## config.mk

```make
export PLATFORM = sky130hd
export DESIGN_NAME = axi_arbiter_wr
export DESIGN_NICKNAME = d
export VERILOG_FILES = /design/src/rtl/axi_arbiter_wr.sv
export SDC_FILE = /design/constraint.sdc
export NUM_CORES = 1
export LEC_CHECK = 0
export BUFFER_PORTS_ARGS = -buffer_cell sky130_fd_sc_hd__buf_2
export CAP_MARGIN = 20
export CELL_PAD_IN_SITES_DETAIL_PLACEMENT = 1
export CELL_PAD_IN_SITES_GLOBAL_PLACEMENT = 1
export CORE_UTILIZATION = 37
export DETAILED_ROUTE_END_ITERATION = 8
export GPL_ROUTABILITY_DRIVEN = 0
export HOLD_SLACK_MARGIN = 0.03
export PLACE_DENSITY_LB_ADDON = 0.12
export SYNTH_ARGS = -nofsm -noshare
export SYNTH_HDL_FRONTEND = slang
export SYNTH_SLANG_ARGS = --single-unit
```

## constraint.sdc

```tcl
create_clock -name ACLK -period 1.9 [get_ports ACLK]
set_clock_uncertainty 0.05 [all_clocks]
set_input_delay 0.285 -clock ACLK [delete_from_list [all_inputs] [get_ports ACLK]]
set_output_delay 0.285 -clock ACLK [all_outputs]
set_load 0.02 [all_outputs]
```

## src/rtl/axi_arbiter_wr.sv

```systemverilog
// Purpose : round-robin write-path arbiter; one owner holds AW/W/B from AW request to B handshake.
// Latency : grant registered, visible 1 cycle after a request in IDLE; dropped 1 cycle after B.
// Backpr. : non-owner requests are left pending; the owner's handshakes are only observed.
// Ports   : ACLK/ARESET (sync, active-high); m_AWVALID request lines; s_AWREADY, s_WVALID,
//           s_WREADY, s_WLAST, s_BVALID, m_BREADY muxed handshake signals; m_wgrnt one-hot grant;
//           grnt_id owner index; busy; beat_cnt W beats this burst; err_overrun sticky overrun flag.
module axi_arbiter_wr #(
  parameter int NUM_MASTERS = 2,
  parameter int MAX_BEATS   = 256
) (
  input  logic                           ACLK,
  input  logic                           ARESET,
  input  logic [NUM_MASTERS-1:0]         m_AWVALID,
  input  logic                           s_AWREADY,
  input  logic                           s_WVALID,
  input  logic                           s_WREADY,
  input  logic                           s_WLAST,
  input  logic                           s_BVALID,
  input  logic                           m_BREADY,
  output logic [NUM_MASTERS-1:0]         m_wgrnt,
  output logic [$clog2(NUM_MASTERS)-1:0] grnt_id,
  output logic                           busy,
  output logic [8:0]                     beat_cnt,
  output logic                           err_overrun
);

  localparam int         ID_W    = $clog2(NUM_MASTERS);
  localparam logic [8:0] MAX_CNT = 9'(MAX_BEATS);

  typedef enum logic [1:0] {IDLE, XFER, RESP} state_t;

  state_t                 state_q, state_d;
  logic [NUM_MASTERS-1:0] wgrnt_q, wgrnt_d;
  logic [ID_W-1:0]        gid_q, gid_d;
  logic [ID_W-1:0]        last_owner_q, last_owner_d;
  logic                   aw_done_q, aw_done_d;
  logic                   w_done_q, w_done_d;
  logic [8:0]             beat_q, beat_d;
  logic                   err_q, err_d;

  logic                   pick_vld;
  logic [ID_W-1:0]        pick_id;
  logic [ID_W-1:0]        cand;
  logic                   w_hs;
  logic                   aw_now;
  logic                   wl_now;

  always_comb begin
    state_d      = state_q;
    wgrnt_d      = wgrnt_q;
    gid_d        = gid_q;
    last_owner_d = last_owner_q;
    aw_done_d    = aw_done_q;
    w_done_d     = w_done_q;
    beat_d       = beat_q;
    err_d        = err_q;
    pick_vld     = 1'b0;
    pick_id      = '0;
    cand         = '0;

    // Round-robin search starting just after the last owner; the first hit wins.
    for (int i = 1; i <= NUM_MASTERS; i++) begin
      cand = ID_W'((int'(last_owner_q) + i) % NUM_MASTERS);
      if (!pick_vld && m_AWVALID[cand]) begin
        pick_vld = 1'b1;
        pick_id  = cand;
      end
    end

    w_hs   = s_WVALID & s_WREADY;
    // "Already done or completing this cycle" so AW and WLAST in the same cycle both count.
    aw_now = aw_done_q | (s_AWREADY & m_AWVALID[gid_q]);
    wl_now = w_done_q | (w_hs & s_WLAST);

    case (state_q)
      IDLE: begin
        if (pick_vld) begin
          state_d          = XFER;
          wgrnt_d          = '0;
          wgrnt_d[pick_id] = 1'b1;
          gid_d            = pick_id;
          aw_done_d        = 1'b0;
          w_done_d         = 1'b0;
          beat_d           = '0;
        end
      end
      XFER: begin
        aw_done_d = aw_now;
        w_done_d  = wl_now;
        if (w_hs) begin
          if (beat_q != MAX_CNT) begin
            beat_d = beat_q + 9'd1;
          end
          // Overrun only flags the beat that lands exactly on the limit without WLAST;
          // the transaction still runs to WLAST and B.
          if ((beat_q == MAX_CNT - 9'd1) && !s_WLAST) begin
            err_d = 1'b1;
          end
        end
        if (aw_now && wl_now) begin
          state_d = RESP;
        end
      end
      RESP: begin
        if (s_BVALID && m_BREADY) begin
          state_d      = IDLE;
          wgrnt_d      = '0;
          last_owner_d = gid_q;
        end
      end
      default: begin
        state_d = IDLE;
        wgrnt_d = '0;
      end
    endcase
  end

  always_ff @(posedge ACLK) begin
    if (ARESET) begin
      state_q      <= IDLE;
      wgrnt_q      <= '0;
      gid_q        <= '0;
      last_owner_q <= ID_W'(NUM_MASTERS - 1);
      aw_done_q    <= 1'b0;
      w_done_q     <= 1'b0;
      beat_q       <= '0;
      err_q        <= 1'b0;
    end else begin
      state_q      <= state_d;
      wgrnt_q      <= wgrnt_d;
      gid_q        <= gid_d;
      last_owner_q <= last_owner_d;
      aw_done_q    <= aw_done_d;
      w_done_q     <= w_done_d;
      beat_q       <= beat_d;
      err_q        <= err_d;
    end
  end

  assign m_wgrnt     = wgrnt_q;
  assign grnt_id     = gid_q;
  assign busy        = (state_q != IDLE);
  assign beat_cnt    = beat_q;
  assign err_overrun = err_q;

endmodule
```

==> results.md <==
* Outcome: finished, final reports clean
* Mapped Nets at 126
* Tightest Hold Check Type: input pin to flop
* VDD IR-drop max at 0.000418 V
* Main synth FF type: dfxtp_1
* Least-Margin Pin Slew at between 0.5 and 0.6 ns
* Post-synth top cells: 18 x dfxtp_1, 11 x nor2_1, 10 x a21oi_1, 10 x nand3_1
* Seq/Total Area, Yosys at 0.381
* Die H at 52.5 um
* Netlist cell types at 40
* DRC errors left at 0
* WL/cell at 15.3 um
* Largest net degree at the start of global routing at 18
* Dpl ws at 0.223 ns
* Vias in the first global route at 899
* Area grow syn2layout at 17.6%
* Max-Cap Viols at 0
* Period utilization at 0.888
* Leak Pwr at 0.480 nW
* Final worst slack at 0.212 ns
* CP endpoint kind: flop
* Final Hold Fails at 0
* Slowest-stage cell, CP: dfxtp_1
* Initial antenna violation count at 0
* CP max stage delay at approximately 0.41 ns
* Mean post-synth cell area at 8.36 um^2
* Total power at between 0.7 and 0.8 mW
* Initial Utilization at 0.407
* Worst Hold Depth at 3
* Clock Sinks at 18
* Fmax at ~590 MHz
* Startpoint Class: flop
* Crit-path most repeated cell: ha_1
* Clock transition at path regs at 0.11 ns
* Worst R2R Start: beat_cnt[0]$_SDFFE_PP0P_
* Hpwl dp at 1.90 mm
* Yosys reg bits at 18
* Yosys top cell area share at 0.381
* Post_cts resized at 0
* Post-synth EDFFs at 0
* Hold_sp: s_WLAST
* CTS buffer count at 3
* Total global routing overflow at 0
* Antenna Cells at 0
* Hold WS at about 0.21 ns
* Slew headroom at 0.657
* Final core utilization at 0.479
* Ys Warns at 0
* Final min period at around 1.7 ns
* Cells after Synth at 113
* Top area cells in the synthesized netlist: dfxtp_1 38%, a21oi_1 5.3%, nand3_1 5.3%
* Cell Area, Synth at 945 um^2
* Post-CTS setup buffer count at 0
* Post-CTS Hold Buffers at 0
* Starting DRC count in detailed routing at 23
* Clock Latency Late Sink at about 0.31 ns
* Worst EP arrival at 1.88 ns
* R2R depth at 7
* Die W at roughly 53 um
* Io pins at 24
* Routed wire length at 2.53 mm
* Drt pass-1 iters at 4
* Routed Antenna Nets at 0
* Layout cell share with drive strength beyond 1 at 0.234
* Worst-path maximum fanout at 5
* Row count at 17
* Crit path cell chain: ha_1 > and3_1 > nand3_1 > nor2_1 > ha_1 > nand2b_1 > a21oi_1
* Final nets at 151
* Count leader, synth: dfxtp_1
* Port bufs at 23
* RSZ-0062 raised after global routing: no
* Core box area at 0.00232 mm^2
* Critical Path RT at between 2 and 2.5 ns
* First-pass GRT wire length at 4.15 mm
* Vias at 924
* Vias per inst at ~5.6
* CP Class: flop to flop
* Setup Viol. Count Final at 0
* Fin Setup TNS at 0 ns
* Clock root cell: clkbuf_4
* FFs w/ async S/R, synth at 0
* Crit path from: beat_cnt[0]$_SDFFE_PP0P_
* H-tree levels at 1
* TritonCTS clock tree: built
* Power Density at 668 mW/mm^2
* Fin. max-slew vios at 0
* All-Layer GR Usage at 0.210
* Full die area at 0.00276 mm^2
* Synth area leader: dfxtp_1
* Worst-case clock buffer depth at 2
placed cells by master, fill, tap and decap left out, drive strengths merged, types with 2 or more instances in the layout:
| cell | instances |
|---|---|
| o21ai | 3 |
| nand2b | 2 |
| a21oi | 10 |
| nor2 | 11 |
| a31oi | 3 |
| nand2 | 8 |
| ha | 3 |
| nor3 | 2 |
| inv | 8 |
| nand4b | 2 |
| buf | 25 |
| and3 | 2 |
| dfxtp | 18 |
| clkbuf | 4 |
| nor4 | 2 |
| nand3 | 10 |
| a21o | 4 |
path summary, 6_finish.rpt:
check / to / slack (ns)
max: beat_cnt[8]$_SDFFE_PP0P_ / 0.21
max reg2reg: beat_cnt[8]$_SDFFE_PP0P_ / 0.21
min: w_done_q$_SDFFE_PP0P_ / 0.21
min reg2reg: m_wgrnt[1]$_SDFFE_PP0P_ / 0.42
cells by family after synthesis:
family / Yosys count / share of synthesized area
buf+inv: 13 / 0.0689
fa+ha+maj: 3 / 0.0397
flops: 18 / 0.381
simple gates: 45 / 0.258
compound gates: 31 / 0.220
xor+xnor: 1 / 0.00927
mux: 2 / 0.0225
state kept, by name (all words and copies together) (netlist names):
name / count
last_owner_q: 1
m_wgrnt: 2
w_done_q: 1
grnt_id: 1
err_overrun: 1
state_q: 2
beat_cnt: 9
aw_done_q: 1
power breakdown:
part	internal [mW]	switching, mW
Clock	0.117	0.129
Combinational	0.0387	0.0620
Sequential	0.386	0.00968
Total	0.542	0.201
metal layers:
metal,up-vias,track usage,part of all wire
li1,457,-,-
met1,434,0.285,0.50
met2,28,0.323,0.43
met3,5,0.0348,0.049
met4,0,0.0921,0.016
met5,-,0,0
stage by stage:
step           cell area (um^2)  cells
2_1_floorplan               945    113
3_3_place_gp               1070    161
3_5_place_dp               1070    161
4_1_cts                    1110    165
5_1_grt                    1110    165
6_report                   1110    165
critical path: cells and delay by family (launching register included):
kind                       cells  cell delay (ns)
AOI/OAI and AO/OA              1             0.13
adders and majority gates      2             0.42
DFF                            1             0.41
and+or+nand+nor                4             0.62
layout make-up:
type / count / area (um^2)
Fill cell: 294 / 1210
Multi-Input combinational cell: 82 / 519
Sequential cell: 18 / 360
Timing Repair Buffer: 25 / 130
Clock buffer: 4 / 36.3
Tap cell: 28 / 35.0
Inverter: 8 / 30.0
Power figures use the tool's default switching activity.
